**src/rtl/console_pkg.sv**
```systemverilog
// Shared definitions for the console I/O controller: byte width,
// RX handshake state encodings and STATUS bit positions.
package console_pkg;

    localparam int BYTE_W = 8;

    // RX handshake states: waiting for a byte, or holding ack until valid drops
    typedef enum logic [0:0] {
        RX_IDLE = 1'b0,
        RX_ACK  = 1'b1
    } rx_state_e;

    // Bit positions inside the 4-bit STATUS word
    localparam int ST_RX_AVAIL = 0;
    localparam int ST_TX_FULL  = 1;
    localparam int ST_RX_OVF   = 2;
    localparam int ST_TX_OVF   = 3;

endpackage

```
**src/rtl/console_fifo.sv**
```systemverilog
// Synchronous byte FIFO. Requests that cannot be honoured are ignored:
// a pop on empty does nothing. A push on full is accepted only when a pop
// happens in the same cycle, so the slot being freed is reused.
// The head output reads zero while the FIFO is empty.
module console_fifo
    import console_pkg::*;
#(
    parameter int DEPTH = 4
) (
    input  logic                     clk,
    input  logic                     reset,
    input  logic                     push,
    input  logic                     pop,
    input  logic [BYTE_W-1:0]        din,
    output logic [BYTE_W-1:0]        head,
    output logic                     full,
    output logic                     empty,
    output logic [$clog2(DEPTH):0]   count
);

    localparam int PTR_W = $clog2(DEPTH);
    localparam int CNT_W = PTR_W + 1;

    logic [BYTE_W-1:0] mem_q [DEPTH];
    logic [BYTE_W-1:0] mem_d [DEPTH];
    logic [PTR_W-1:0]  wr_ptr_q, wr_ptr_d;
    logic [PTR_W-1:0]  rd_ptr_q, rd_ptr_d;
    logic [CNT_W-1:0]  count_q, count_d;
    logic              do_push;
    logic              do_pop;

    assign empty = (count_q == '0);
    assign full  = (count_q == CNT_W'(DEPTH));
    assign count = count_q;
    assign head  = empty ? '0 : mem_q[rd_ptr_q];

    assign do_pop  = pop && !empty;
    assign do_push = push && (!full || do_pop);

    // Next-state for storage, pointers and occupancy; pointers wrap naturally
    always_comb begin
        mem_d    = mem_q;
        wr_ptr_d = wr_ptr_q;
        rd_ptr_d = rd_ptr_q;
        count_d  = count_q;
        if (do_push) begin
            mem_d[wr_ptr_q] = din;
            wr_ptr_d        = wr_ptr_q + 1'b1;
        end
        if (do_pop) begin
            rd_ptr_d = rd_ptr_q + 1'b1;
        end
        if (do_push && !do_pop) begin
            count_d = count_q + 1'b1;
        end else if (do_pop && !do_push) begin
            count_d = count_q - 1'b1;
        end
    end

    // Register update; reset flushes the FIFO and clears storage
    always_ff @(posedge clk) begin
        if (reset) begin
            for (int i = 0; i < DEPTH; i++) begin
                mem_q[i] <= '0;
            end
            wr_ptr_q <= '0;
            rd_ptr_q <= '0;
            count_q  <= '0;
        end else begin
            mem_q    <= mem_d;
            wr_ptr_q <= wr_ptr_d;
            rd_ptr_q <= rd_ptr_d;
            count_q  <= count_d;
        end
    end

endmodule

```
**src/rtl/console_io_ctrl.sv**
```systemverilog
// Console I/O controller: captures UART bytes into an RX FIFO through a
// 4-phase valid/ack handshake, streams processor writes out of a TX FIFO
// over ready/valid, and exposes a pollable status word.
module console_io_ctrl
    import console_pkg::*;
#(
    parameter int RX_DEPTH = 4,
    parameter int TX_DEPTH = 8
) (
    input  logic              CLK,
    input  logic              RESET,
    input  logic [BYTE_W-1:0] CONSOLE_IN,
    input  logic              CONSOLE_IN_valid,
    output logic              CONSOLE_IN_ack,
    output logic [BYTE_W-1:0] CONSOLE_OUT,
    output logic              CONSOLE_OUT_valid,
    input  logic              CONSOLE_OUT_ready,
    input  logic              RD_req,
    output logic [BYTE_W-1:0] RD_data,
    input  logic              WR_req,
    input  logic [BYTE_W-1:0] WR_data,
    output logic [3:0]        STATUS
);

    localparam int RX_CW = $clog2(RX_DEPTH) + 1;
    localparam int TX_CW = $clog2(TX_DEPTH) + 1;

    rx_state_e         state_q;
    logic              ack_q;
    logic [BYTE_W-1:0] rd_data_q, rd_data_d;
    logic              rx_ovf_q, rx_ovf_d;
    logic              tx_ovf_q, tx_ovf_d;

    logic              rx_push, rx_pop;
    logic [BYTE_W-1:0] rx_head;
    logic              rx_full, rx_empty;
    logic [RX_CW-1:0]  rx_count;

    logic              tx_pop;
    logic              tx_full, tx_empty;
    logic [TX_CW-1:0]  tx_count;

    // A byte is only taken from the UART when there is room; otherwise it waits
    assign rx_push = (state_q == RX_IDLE) && CONSOLE_IN_valid && !rx_full;
    assign rx_pop  = RD_req && !rx_empty;
    assign tx_pop  = !tx_empty && CONSOLE_OUT_ready;

    console_fifo #(.DEPTH(RX_DEPTH)) u_rx_fifo (
        .clk   (CLK),
        .reset (RESET),
        .push  (rx_push),
        .pop   (rx_pop),
        .din   (CONSOLE_IN),
        .head  (rx_head),
        .full  (rx_full),
        .empty (rx_empty),
        .count (rx_count)
    );

    console_fifo #(.DEPTH(TX_DEPTH)) u_tx_fifo (
        .clk   (CLK),
        .reset (RESET),
        .push  (WR_req),
        .pop   (tx_pop),
        .din   (WR_data),
        .head  (CONSOLE_OUT),
        .full  (tx_full),
        .empty (tx_empty),
        .count (tx_count)
    );

    // RX handshake: push once on valid, then hold ack until the UART releases valid
    always_ff @(posedge CLK) begin
        if (RESET) begin
            state_q <= RX_IDLE;
            ack_q   <= 1'b0;
        end else begin
            case (state_q)
                RX_IDLE: begin
                    if (CONSOLE_IN_valid && !rx_full) begin
                        state_q <= RX_ACK;
                        ack_q   <= 1'b1;
                    end
                end
                RX_ACK: begin
                    if (!CONSOLE_IN_valid) begin
                        state_q <= RX_IDLE;
                        ack_q   <= 1'b0;
                    end
                end
                default: begin
                    state_q <= RX_IDLE;
                    ack_q   <= 1'b0;
                end
            endcase
        end
    end

    // Read data and sticky error flags; a read of an empty FIFO returns zero
    always_comb begin
        rd_data_d = rd_data_q;
        rx_ovf_d  = rx_ovf_q;
        tx_ovf_d  = tx_ovf_q;
        if (RD_req) begin
            rd_data_d = rx_empty ? '0 : rx_head;
            if (rx_empty) begin
                rx_ovf_d = 1'b1;
            end
        end
        if (WR_req && (tx_count == TX_CW'(TX_DEPTH)) && !tx_pop) begin
            tx_ovf_d = 1'b1;
        end
    end

    // Register read data and flags; flags only clear on reset
    always_ff @(posedge CLK) begin
        if (RESET) begin
            rd_data_q <= '0;
            rx_ovf_q  <= 1'b0;
            tx_ovf_q  <= 1'b0;
        end else begin
            rd_data_q <= rd_data_d;
            rx_ovf_q  <= rx_ovf_d;
            tx_ovf_q  <= tx_ovf_d;
        end
    end

    assign CONSOLE_IN_ack    = ack_q;
    assign CONSOLE_OUT_valid = !tx_empty;
    assign RD_data           = rd_data_q;

    assign STATUS[ST_RX_AVAIL] = (rx_count != '0);
    assign STATUS[ST_TX_FULL]  = tx_full;
    assign STATUS[ST_RX_OVF]   = rx_ovf_q;
    assign STATUS[ST_TX_OVF]   = tx_ovf_q;

endmodule
```
**config.mk**
```make
export PLATFORM = sky130hd
export DESIGN_NAME = console_io_ctrl
export DESIGN_NICKNAME = d
export VERILOG_FILES = /design/src/rtl/console_pkg.sv /design/src/rtl/console_fifo.sv /design/src/rtl/console_io_ctrl.sv
export SDC_FILE = /design/constraint.sdc
export NUM_CORES = 1
export LEC_CHECK = 0
export BUFFER_PORTS_ARGS = -buffer_cell sky130_fd_sc_hd__buf_2
export CORE_MARGIN = 2
export CORE_UTILIZATION = 55
export DETAILED_ROUTE_END_ITERATION = 10
export PLACE_DENSITY = 0.85
export SETUP_SLACK_MARGIN = 0.1
export SLEW_MARGIN = 20
export SYNTH_ARGS = -nofsm -noshare
export SYNTH_HDL_FRONTEND = slang
export SYNTH_SLANG_ARGS = --single-unit
export TNS_END_PERCENT = 10
```
**constraint.sdc**
```tcl
create_clock -name CLK -period 6.8 [get_ports CLK]
set_clock_uncertainty 0.05 [all_clocks]
set_input_delay 0.68 -clock CLK [delete_from_list [all_inputs] [get_ports CLK]]
set_output_delay 0.68 -clock CLK [all_outputs]
set_load 0.01 [all_outputs]
```
### Word level (Yosys, flattened, before mapping)

Cells that the tools add are included.

* flip-flop bits (word level): 125
* bits in latches: 0
* bits in writable memories: 0
* bits in read-only memories: 0
* bits of input ports: 22
* word-level logic and storage cells: 105
* memories: 0

* $add $sub $neg: 8
* $mul: 0
* div/mod/pow operators: 0
* magnitude comparators: 6
* eq/ne operators: 4
* shift operators: 0
* multiplexer cells: 24
* bitwise logic cells: 5
* reduce and logical (&&, ||, !) cells: 35

Operators by type and width (number)
* bitwise mux 64 bit: 1
* 2-to-1 mux 8 bit: 8
* bitwise mux 32 bit: 1
* binary-select mux 8 bit (select 3 bit): 1
* demux 8 bit (select 3 bit): 1
* logical AND 1 bit: 17
* binary-select mux 8 bit (select 2 bit): 1
* demux 8 bit (select 2 bit): 1
* adder 3 x 1 -> 3 bit, second input constant: 3
* logical NOT 1 bit: 9
* greater-or-equal comparator 4 bit, second input constant: 2
* 2-to-1 mux 4 bit: 2
* NOT 3 -> 4 bit: 2
* greater-or-equal comparator 3 bit, second input constant: 2
* 2-to-1 mux 3 bit: 2
* NOT 2 -> 3 bit: 2
* adder 2 x 1 -> 2 bit, second input constant: 2
* adder 4 x 1 -> 4 bit, second input constant: 1
* == test 4 bit, second input constant: 1
* logical NOT 4 bit: 1
* < comparator 4 x 1 -> 1 bit, second input constant: 1
* 2-to-1 mux 1 bit: 4
* one-hot mux 1 bit (2 select lines): 2
* AND reduction 2 bit: 2
* 11 further kinds: 13

### Longest topological paths before layout

Gate-level depths: netlist of run 1.

* depth after elaboration: 10
* gate-level depth with buffers: 12
* mapped depth without buffers: 10

### Hierarchy

A second synthesis of run 1 with hierarchy kept.

* cell total of the unflattened synthesis: 555
* area total of the unflattened synthesis: 5982.0 µm²

By module, submodules not included
* console_fifo (u_tx_fifo): times used 1, cells an instance 318, area each 3467.1 µm², sequential area each 1481.4 µm²
* console_fifo (u_rx_fifo): times used 1, cells an instance 179, area each 1959.4 µm², sequential area each 780.7 µm²
* console_io_ctrl: times used 1, cells an instance 58, area each 555.5 µm², sequential area each 240.2 µm²

### Least setup slack after synthesis of run 1

OpenSTA, ideal clock, no wires.

* path type: input to register
* start point: input CONSOLE_OUT_ready
* end point: register u_tx_fifo.count_q[3] (netlist: u_tx_fifo.count[3])
* data arrival time: 2811 ps
* slack: 3818 ps
* cell stages on the path: 11
* path buffers: 2
* path through: clkbuf_1 buf_2 o21ai_1 inv_1 ha_1 inv_1 ha_1 a21oi_1 a211oi_1 a31oi_1 mux2_2

* longest elaborated chain between the ends: 7

Ends and longest elaborated chain
* start, declared: line console_io_ctrl.sv:17 `input logic CONSOLE_OUT_ready,`
* logical AND 1 bit *: line console_io_ctrl.sv:46 `assign tx_pop = !tx_empty && CONSOLE_OUT_ready;`
* logical AND 1 bit *: line console_fifo.sv:37 `assign do_pop = pop && !empty;`
* logical OR 1 bit *: line console_fifo.sv:38 `assign do_push = push && (!full || do_pop);`
* logical AND 1 bit *: line console_fifo.sv:38
* named net u_tx_fifo.do_push: line console_fifo.sv:29 `logic do_push;`
* logical NOT 1 bit: line console_fifo.sv:55 `end else if (do_pop && !do_push) begin`
* logical AND 1 bit: line console_fifo.sv:55
* nonzero test 2 bit (no source line)
* end signal, assigned: line console_fifo.sv:73 `count_q <= count_d;`
* end, declared: line console_fifo.sv:28 `logic [CNT_W-1:0] count_q, count_d;`

Mark *: on every way through the listed nets, which the timed path passes. The rest lies on a longest branch.
A chain may end at the register's enable or synchronous reset.

### Worst setup path after layout of run 1

* start point: register u_tx_fifo.count_q[0] (netlist: u_tx_fifo.count[0])
* end point: register u_tx_fifo.count_q[3] (netlist: u_tx_fifo.count[3])

* longest elaborated chain between the ends: 9

Ends and longest elaborated chain
* logical NOT 4 bit: line console_fifo.sv:32 `assign empty = (count_q == '0);`
* logical NOT 1 bit: line console_fifo.sv:37, console_io_ctrl.sv:46
* logical AND 1 bit: line console_io_ctrl.sv:46
* logical AND 1 bit: line console_fifo.sv:37
* logical OR 1 bit *: line console_fifo.sv:38
* logical AND 1 bit *: line console_fifo.sv:38
* named net u_tx_fifo.do_push: line console_fifo.sv:29
* logical NOT 1 bit: line console_fifo.sv:55
* logical AND 1 bit: line console_fifo.sv:55
* nonzero test 2 bit (no source line)

Mark *: on every way through the listed nets, which the timed path passes. The rest lies on a longest branch. The select of a mux whose other input is x is not followed.

==> impl_metrics.tcl, run 1 <==
set metrics [dict create \
    start_kind "register" \
    rsz0062_at_grt "false" \
    ys_warn_count 0 \
    period_needed_ns 3.48 \
    fp-row-count 36 \
    crit_type "register to register" \
    fin_cells 729 \
    cts_tree "yes" \
    synth_area_sq_um 5630 \
    worst_pin_slew_ns 1.09 \
    first_pass_iters 5 \
    synth_xor_area_share_pct 1.71 \
    worst-path-max-fanout 12 \
    wirelength_um 13000 \
    synth_flop_cell "dfxtp_1" \
    final.fill_count 691 \
    clk_latency_ns 0.54 \
    antenna_found_initial 0 \
    ys_types 37 \
    grt_overflow_total 0 \
    synth_compound_area_share_pct 7.69 \
    clkTransAtPathRegs_ns 0.06 \
    antenna_left 0 \
    die_width_um 105 \
    die_y_um 105 \
    finalPower_w 0.00239 \
    ir_drop_uv 220 \
    track_usage_pct 24.5 \
    syn_to_final_growth_pct 15.2 \
    cp-end-kind "register" \
    slew_violations 0 \
    status "completed" \
    cts-root-buf "clkbuf_8" \
    drt_iter0_markers 367 \
    dieArea_sq_um 11100 \
    final.setup.tns_ns 0 \
    syn_nets 602 \
    ff_latch_area_sq_um 2500 \
    ys_ff_latch 125 \
    avgSynthCellArea_sq_um 9.91 \
    wl_per_cell_um 17.8 \
    cts.sinks 125 \
    post_cts_resized 0 \
    hold_buffers 0 \
    min_path_type "primary input to register" \
    ios 44 \
    grt_pass1_wl_um 21100 \
    muxShareOfSynthArea_pct 23.3 \
    synth-simple-area-share_pct 15.5 \
    n_antenna_cell 0 \
    crit_arrival_ns 3.85 \
    fmax_ghz 0.287 \
    drive_above_1_share_pct 18.8 \
    leakagePower_nw 2.87 \
    globalplace.congestion 0.817 \
    synth_edf_count 0 \
    finalCritPeriodShare_pct 51.2 \
    multi_input_area_sq_um 2880 \
    grt_pass1_vias 4271 \
    grt_max_degree 72 \
    htree_levels 4 \
    dp.cells 697 \
    nNetsFinal 617 \
    pwr_density_cell_nw_per_um2 368 \
    coreArea_sq_um 9860 \
    finalSetupViolCount 0 \
    cts_setup_buffers 0 \
    synthArstFlopShare_pct 0 \
    max_slew_margin_pct 26.7 \
    via_count 4364 \
    viasPerCell 5.99 \
    cts_buffers 17 \
    drv_cap 0 \
    initial_core_util_pct 57.1 \
    syn_inst 568 \
    hold_ws_ns 0.377 \
    clock_path_buffers 2 \
    dpl.hpwl_um 7670 \
    crit_required_ns 7.17 \
    drc 0 \
    r2r_slack_ns 3.32 \
    yosysSeqAreaShare_pct 44.4 \
    hold_viol_final 0 \
    synth_top_family_by_area "multiplexers" \
    synth_fa_ha_area_share_pct 2.93 \
    numPortBuffers 43 \
]
[synthesized netlist by cell type, types with 2 or more instances]
cell type | instances | area, sq um
dfxtp_1 | 125 | 2500
buf_2 | 6 | 30.0
xnor2_1 | 3 | 26.3
mux2i_1 | 76 | 761
inv_1 | 9 | 33.8
buf_1 | 11 | 41.3
nor2b_1 | 14 | 87.6
mux4_2 | 24 | 541
ha_1 | 10 | 125
xor2_1 | 8 | 70.1
buf_4 | 3 | 22.5
nand2_1 | 35 | 131
nand3_1 | 39 | 195
o2111ai_2 | 2 | 30.0
fa_1 | 2 | 40.0
o211ai_4 | 3 | 63.8
a21oi_1 | 46 | 230
nor2_1 | 103 | 387
clkbuf_1 | 29 | 109
nor3_1 | 2 | 10.0
o2111ai_4 | 2 | 52.6
[registers in the layout, indices dropped and copies added (netlist names)]
name / cells
u_tx_fifo.count: 4
u_tx_fifo.mem_q: 64
state_q: 1
u_tx_fifo.rd_ptr_q: 3
CONSOLE_IN_ack: 1
u_tx_fifo.wr_ptr_q: 3
u_rx_fifo.rd_ptr_q: 2
RD_data: 8
u_rx_fifo.mem_q: 32
rx_ovf_q: 1
u_rx_fifo.wr_ptr_q: 2
tx_ovf_q: 1
u_rx_fifo.count: 3
[final timing paths]
check                                         start  cells past startpoint                  end
worst max register to register   u_tx_fifo.count[0]                     10   u_tx_fifo.count[3]
worst min register to register  u_rx_fifo.mem_q[27]                      2  u_rx_fifo.mem_q[27]
worst max-delay path             u_tx_fifo.count[0]                     10   u_tx_fifo.count[3]
worst min-delay path                  CONSOLE_IN[3]                      3  u_rx_fifo.mem_q[11]
[where the power goes]
group          internal (W)  total, W  switching [W]  leakage, nW
combinational      0.000210  0.000489       0.000279         1.54
clock              0.000682   0.00102       0.000337        0.319
sequential         0.000792  0.000882      0.0000897         1.01
[metrics by stage]
step                      utilization, %  instance area (sq um)  worst slack (ns)
after floorplan                        -                   5630              3.82
after global placement              59.0                   5820              3.58
after detailed placement            59.0                   5820              3.45
after CTS                           65.8                   6490              3.36
after global routing                65.8                   6490              3.18
final                               65.8                   6490              3.32
[critical path, stage by stage, from the launching register on]
cell and delay [ns]:
dfxtp_1 0.37, or4b_1 0.91, o21ai_1 0.40, inv_1 0.08, ha_1 0.20, inv_1 0.15, ha_1 0.30, a21oi_1 0.23
a211oi_1 0.13, a31oi_1 0.19, mux2_2 0.35
[logic make-up after synthesis]
logic type | count (synthesis)
adders and majority gates | 12
buffers and inverters | 59
muxes | 101
AOI/OAI and AO/OA | 60
DFF | 125
xor gates and xnor gates | 11
and+or+nand+nor | 200
[placed cells by master, fill, tap and decap left out, drive strengths merged, types with 4 or more instances in the layout]
cell	instances
dfxtp	125
mux2i	76
nor2b	14
mux4	24
clkbuf	19
o2111ai	4
o211ai	4
buf	46
nand2	35
xor2	8
nor2	103
a21oi	46
ha	10
nand3	39
inv	12
bufinv	6
[routing by layer]
layer | share of wire [%] | vias up | wire (um) | track usage (%)
met1 | 40 | 2145 | 5170 | 29.4
met4 | 2.4 | 0 | 308 | 8.57
met3 | 7.7 | 38 | 996 | 8.05
met5 | 0 | - | 0 | 0
met2 | 50 | 187 | 6520 | 41.0
li1 | - | 1994 | - | -
[cell type report]
class                   count  area share (%)
flip-flops and latches    125            38.6
clock buffers              19            6.65
multi-input cells         384            44.4
clock inverters            13            3.63
well taps                 133            2.57
repair buffers             46            3.70
inverters                   9           0.521
No activity file was read; power rests on OpenSTA's default activity.
==> run 2: changes to the inputs <==
==> constraint.sdc (replaced) <==
create_clock -name CLK -period 3.5 [get_ports CLK]
set_clock_uncertainty 0.05 [all_clocks]
set_input_delay 0.35 -clock CLK [delete_from_list [all_inputs] [get_ports CLK]]
set_output_delay 0.35 -clock CLK [all_outputs]
set_load 0.01 [all_outputs]
==> impl_metrics.tcl, run 2 (synthesized netlist as in run 1, its figures left out) <==
set metrics [dict create \
    globalplace.congestion 0.835 \
    cp-end-kind "register" \
    grt_pass1_wl_um 21000 \
    finalPower_w 0.00435 \
    grt_overflow_total 0 \
    period_needed_ns 2.98 \
    worst-path-max-fanout 5 \
    ir_drop_uv 340 \
    stdcell_area_sq_um 6410 \
    grt_max_degree 95 \
    ff2ff_path_depth 10 \
    post_cts_resized 0 \
    cts.sinks 125 \
    r2r_slack_ns 0.52 \
    crit_required_ns 3.86 \
    rr_startpoint "u_tx_fifo.count[0]" \
    drive_above_1_share_pct 19.2 \
    grt_pass1_vias 4300 \
    max_slew_margin_pct 38.6 \
    drv_cap 0 \
    n_antenna_cell 0 \
    clock_path_buffers 2 \
    post_dp_cell_area_sq_um 5840 \
    first_pass_iters 5 \
    cts_tree "yes" \
    syn_to_final_growth_pct 13.9 \
    die_width_um 105 \
    reg2reg_to "u_tx_fifo.count[3]" \
    antenna_found_initial 0 \
    ff_latch_area_sq_um 2500 \
    fmax_ghz 0.335 \
    status "completed" \
    hold_buffers 0 \
    final.fill_count 699 \
    viasPerCell 5.79 \
    worst_pin_slew_ns 0.921 \
    final_common_cell "dfxtp_1" \
    wirelength_um 12500 \
    coreArea_sq_um 9860 \
    leakagePower_nw 2.84 \
    slew_violations 0 \
    finalCritPeriodShare_pct 85.3 \
    largest_reg_flops 64 \
    clkTransAtPathRegs_ns 0.06 \
    numPortBuffers 43 \
    wl_per_cell_um 17.1 \
    final_util_pct 65.0 \
    crit_type "register to register" \
    via_count 4241 \
    drc 0 \
    top_register "u_tx_fifo.mem_q" \
    antenna_left 0 \
    drt_iter0_markers 271 \
    layout_common_cells "dfxtp_1 (125), nor2_1 (103), mux2i_1 (76)" \
    track_usage_pct 24.1 \
    crit_start "u_tx_fifo.count[0]" \
    rsz0062_at_grt "false" \
    dieArea_sq_um 11100 \
    crit_arrival_ns 3.34 \
    start_kind "register" \
    ios 44 \
    critPathCapture "u_tx_fifo.count[3]" \
    cts-root-buf "clkbuf_8" \
    hold_viol_final 0 \
    die_y_um 105 \
    cts_setup_buffers 0 \
    finalSetupViolCount 0 \
    nNetsFinal 620 \
    multi_input_area_sq_um 2880 \
    dpl.hpwl_um 7810 \
    min_path_type "primary input to register" \
    initial_core_util_pct 57.1 \
    clk_latency_ns 0.52 \
    fp-row-count 36 \
    htree_levels 4 \
    pwr_density_cell_nw_per_um2 678 \
    cts_buffers 17 \
    final.setup.tns_ns 0 \
]
-- run 2: worst min path at each step --
| stage | from | endpoint | cells after the start |
|---|---|---|---|
| after global routing | CONSOLE_IN_valid | state_q | 2 |
| after floorplan | u_rx_fifo.mem_q[10] | u_rx_fifo.mem_q[10] | 2 |
| final | CONSOLE_IN_valid | state_q | 2 |
| after detailed placement | u_rx_fifo.mem_q[21] | u_rx_fifo.mem_q[21] | 2 |
| after CTS | CONSOLE_IN[2] | u_rx_fifo.mem_q[26] | 3 |
| after global placement | u_rx_fifo.mem_q[31] | u_rx_fifo.mem_q[31] | 2 |
-- run 2: cell type report --
class,instances,area share [%]
multi-input cells,384,44.9
well taps,133,2.59
clock buffers,19,6.73
flip-flops and latches,125,39.0
inverters,9,0.527
clock inverters,13,2.18
repair buffers,49,4.10
-- run 2: metal layers --
layer / global-route usage (%) / part of all wire [%] / vias to the layer above
met5: 0 / 0 / -
met1: 28.8 / 41 / 2071
li1: - / - / 1995
met3: 6.18 / 6.8 / 18
met2: 41.5 / 51 / 157
met4: 9.24 / 1.7 / 0
-- run 2: per-stage QoR --
stage / hold slack, ns / setup WS, ns / instances
2_1_floorplan: 0.383 / 0.576 / 568
3_3_place_gp: 0.389 / 0.740 / 700
3_5_place_dp: 0.397 / 0.548 / 700
4_1_cts: 0.0463 / 0.502 / 732
5_1_grt: 0.0454 / 0.343 / 732
6_report: 0.0632 / 0.516 / 732
-- run 2: worst max-delay path: stages (launching register included) --
cell and delay [ns]:
dfxtp_1 0.37, or4b_1 0.57, o21ai_1 0.29, inv_1 0.09, ha_1 0.20, inv_1 0.13
ha_1 0.29, a21oi_1 0.21, a211oi_1 0.11, a31oi_1 0.20, mux2_2 0.36
-- run 2: power breakdown --
group	leakage [nW]	switching, W	internal (W)
Sequential	1.01	0.000161	0.00154
Clock	0.271	0.000651	0.00103
Combinational	1.55	0.000540	0.000422
Total	2.84	0.00135	0.00299
==> run 3: changes to the inputs <==
--- a/config.mk
+++ b/config.mk
@@ -14,5 +14,6 @@
 export SLEW_MARGIN = 20
 export SYNTH_ARGS = -nofsm -noshare
 export SYNTH_HDL_FRONTEND = slang
+export SYNTH_HIERARCHICAL = 1
 export SYNTH_SLANG_ARGS = --single-unit
 export TNS_END_PERCENT = 10
==> impl_metrics.tcl, run 3 <==
set metrics [dict create \
    status "completed" \
    muxShareOfSynthArea_pct 27.3 \
    slowest_stage "or4b_4" \
    dpl.hpwl_um 7890 \
    ir_drop_uv 520 \
    track_usage_pct 22.7 \
    die_y_um 108 \
    synthTopCellsByArea "dfxtp_1 (42%), mux2i_1 (18%), mux4_2 (9.0%)" \
    initial_core_util_pct 55.7 \
    via_count 4137 \
    start_kind "register" \
    synth_area_sq_um 5980 \
    largest_reg_flops 64 \
    post_cts_resized 0 \
    min_path_type "primary input to register" \
    synth_fa_ha_area_share_pct 2.76 \
    crit_type "register to register" \
    syn_inst 555 \
    slew_violations 0 \
    drt_iter0_markers 235 \
    clk_latency_ns 0.52 \
    crit_path_cell_trace "or4b_4, o21ai_1, inv_1, ha_1, inv_1, ha_1, a21oi_1, a211oi_1, a31oi_1, mux2_2" \
    fin_cells 734 \
    cpPeakStageDelay_ns 0.72 \
    crit_arrival_ns 3.50 \
    fp-row-count 38 \
    final.fill_count 820 \
    nNetsFinal 615 \
    synth_most_common_cell "dfxtp_1" \
    cts_tree "yes" \
    coreArea_sq_um 10700 \
    period_needed_ns 3.15 \
    drive_above_1_share_pct 23.6 \
    cts_buffers 17 \
    synth_compound_area_share_pct 5.35 \
    antenna_left 0 \
    max_slew_margin_pct 33.4 \
    yosysSeqAreaShare_pct 41.8 \
    globalplace.congestion 0.761 \
    drv_cap 0 \
    hold_buffers 0 \
    wirelength_um 12600 \
    ys_warn_count 6 \
    synth_top_cells_by_count "dfxtp_1 (125), mux2i_1 (108), nor2_1 (92)" \
    worst_pin_slew_ns 0.999 \
    cts_setup_buffers 0 \
    leakagePower_nw 3.16 \
    htree_levels 4 \
    hold_viol_final 0 \
    synthArstFlopShare_pct 0 \
    ios 44 \
    avgSynthCellArea_sq_um 10.8 \
    finalSetupViolCount 0 \
    final_common_cell "dfxtp_1" \
    wl_per_cell_um 17.1 \
    finalCritPeriodShare_pct 89.9 \
    cts-root-buf "clkbuf_8" \
    crit_required_ns 3.86 \
    fmax_ghz 0.318 \
    dp.cells 702 \
    first_pass_iters 5 \
    dieArea_sq_um 11700 \
    syn_to_final_growth_pct 14.3 \
    yosys.area.top_type "dfxtp_1" \
    final.setup.tns_ns 0 \
    numPortBuffers 43 \
    clock_path_buffers 2 \
    grt_pass1_vias 4195 \
    pwr_density_cell_nw_per_um2 692 \
    layout_common_cells "dfxtp_1 (125), mux2i_1 (108), nor2_1 (92)" \
    top_register "u_tx_fifo/mem_q" \
    rsz0062_at_grt "false" \
    grt_max_degree 109 \
    synth_xor_area_share_pct 1.32 \
    synth_flop_cell "dfxtp_1" \
    n_antenna_cell 0 \
    antenna_found_initial 2 \
    die_width_um 108 \
    syn_nets 589 \
    synth_edf_count 0 \
    synth_top_family_by_area "multiplexers" \
    ys_ff_latch 125 \
    grt_overflow_total 0 \
    viasPerCell 5.64 \
    synth-simple-area-share_pct 17.1 \
    ys_types 48 \
    worst-path-max-fanout 11 \
    cts.sinks 125 \
    clkTransAtPathRegs_ns 0.06 \
    grt_pass1_wl_um 20400 \
    netlist.area_leader.share_pct 41.8 \
    drc 0 \
    cp-end-kind "register" \
]
## run 3: cell count changes after synthesis, sizes merged, moves of 8 or more
cell    before  now
a21oi       46   14
clkbuf      29   21
mux2i       76  108
nand2       35    1
nand2b       0   45
nand3       39    6
## run 3: kinds of logic (layout without fill, tap and decap cells)
| logic type | Yosys count | in the layout |
|---|---|---|
| buf+inv | 53 | 92 |
| simple gates | 191 | 191 |
| fa+ha+maj | 12 | 12 |
| xor+xnor | 9 | 9 |
| flops | 125 | 125 |
| compound gates | 32 | 32 |
| mux | 133 | 133 |
## run 3: layout make-up
class	instances	area (sq um)	share of cell area (%)
Multi-Input combinational cell	377	3230	47.2
Clock buffer	22	483	7.07
Sequential cell	125	2500	36.6
Tap cell	140	175	2.56
Clock inverter	10	135	1.98
Inverter	9	33.8	0.494
Timing Repair Buffer	51	278	4.06
## run 3: critical path: cells and delay by family (launching register included)
| family | cells | cell delay, ns |
|---|---|---|
| multiplexers | 1 | 0.35 |
| flip-flops | 1 | 0.39 |
| AND/OR/NAND/NOR | 1 | 0.72 |
| buffers and inverters | 2 | 0.21 |
| adder cells (fa/ha/maj) | 2 | 0.50 |
| AO/OA/AOI/OAI | 4 | 0.80 |
## run 3: routing by layer
metal | global-route usage (%) | wire, um
met1 | 27.0 | 5350
met5 | 0 | 13
met3 | 7.23 | 704
met2 | 38.3 | 6210
met4 | 8.79 | 287
## run 3: path summary, 6_finish.rpt
kind                       from                 end  slack [ns]  cells after the start
max          u_tx_fifo/count[0]  u_tx_fifo/count[3]        0.35                     10
min            CONSOLE_IN_valid             state_q        0.05                      2
max reg2reg  u_tx_fifo/count[0]  u_tx_fifo/count[3]        0.35                     10
min reg2reg  u_rx_fifo/mem_q[5]  u_rx_fifo/mem_q[5]        0.43                      2
## run 3: power by group
| group | internal (W) | leakage [nW] | switching (W) | total (W) |
|---|---|---|---|---|
| Combinational | 0.000541 | 1.85 | 0.000683 | 0.00122 |
| Sequential | 0.00156 | 1.01 | 0.000165 | 0.00172 |
| Clock | 0.00117 | 0.295 | 0.000611 | 0.00179 |
## run 3: per-stage QoR
step / hold WS [ns] / setup slack, ns / total power (W) / instance area, sq um / util, %
3_3_place_gp: 0.396 / 0.500 / 0.00288 / 6220 / 57.9
3_5_place_dp: 0.416 / 0.384 / 0.00296 / 6220 / 57.9
4_1_cts: 0.0324 / 0.373 / 0.00475 / 6840 / 63.6
6_report: 0.0533 / 0.354 / 0.00473 / 6840 / 63.6
2_1_floorplan: 0.369 / 0.241 / 0.00266 / 5980 / -
5_1_grt: 0.0424 / 0.185 / 0.00494 / 6840 / 63.6
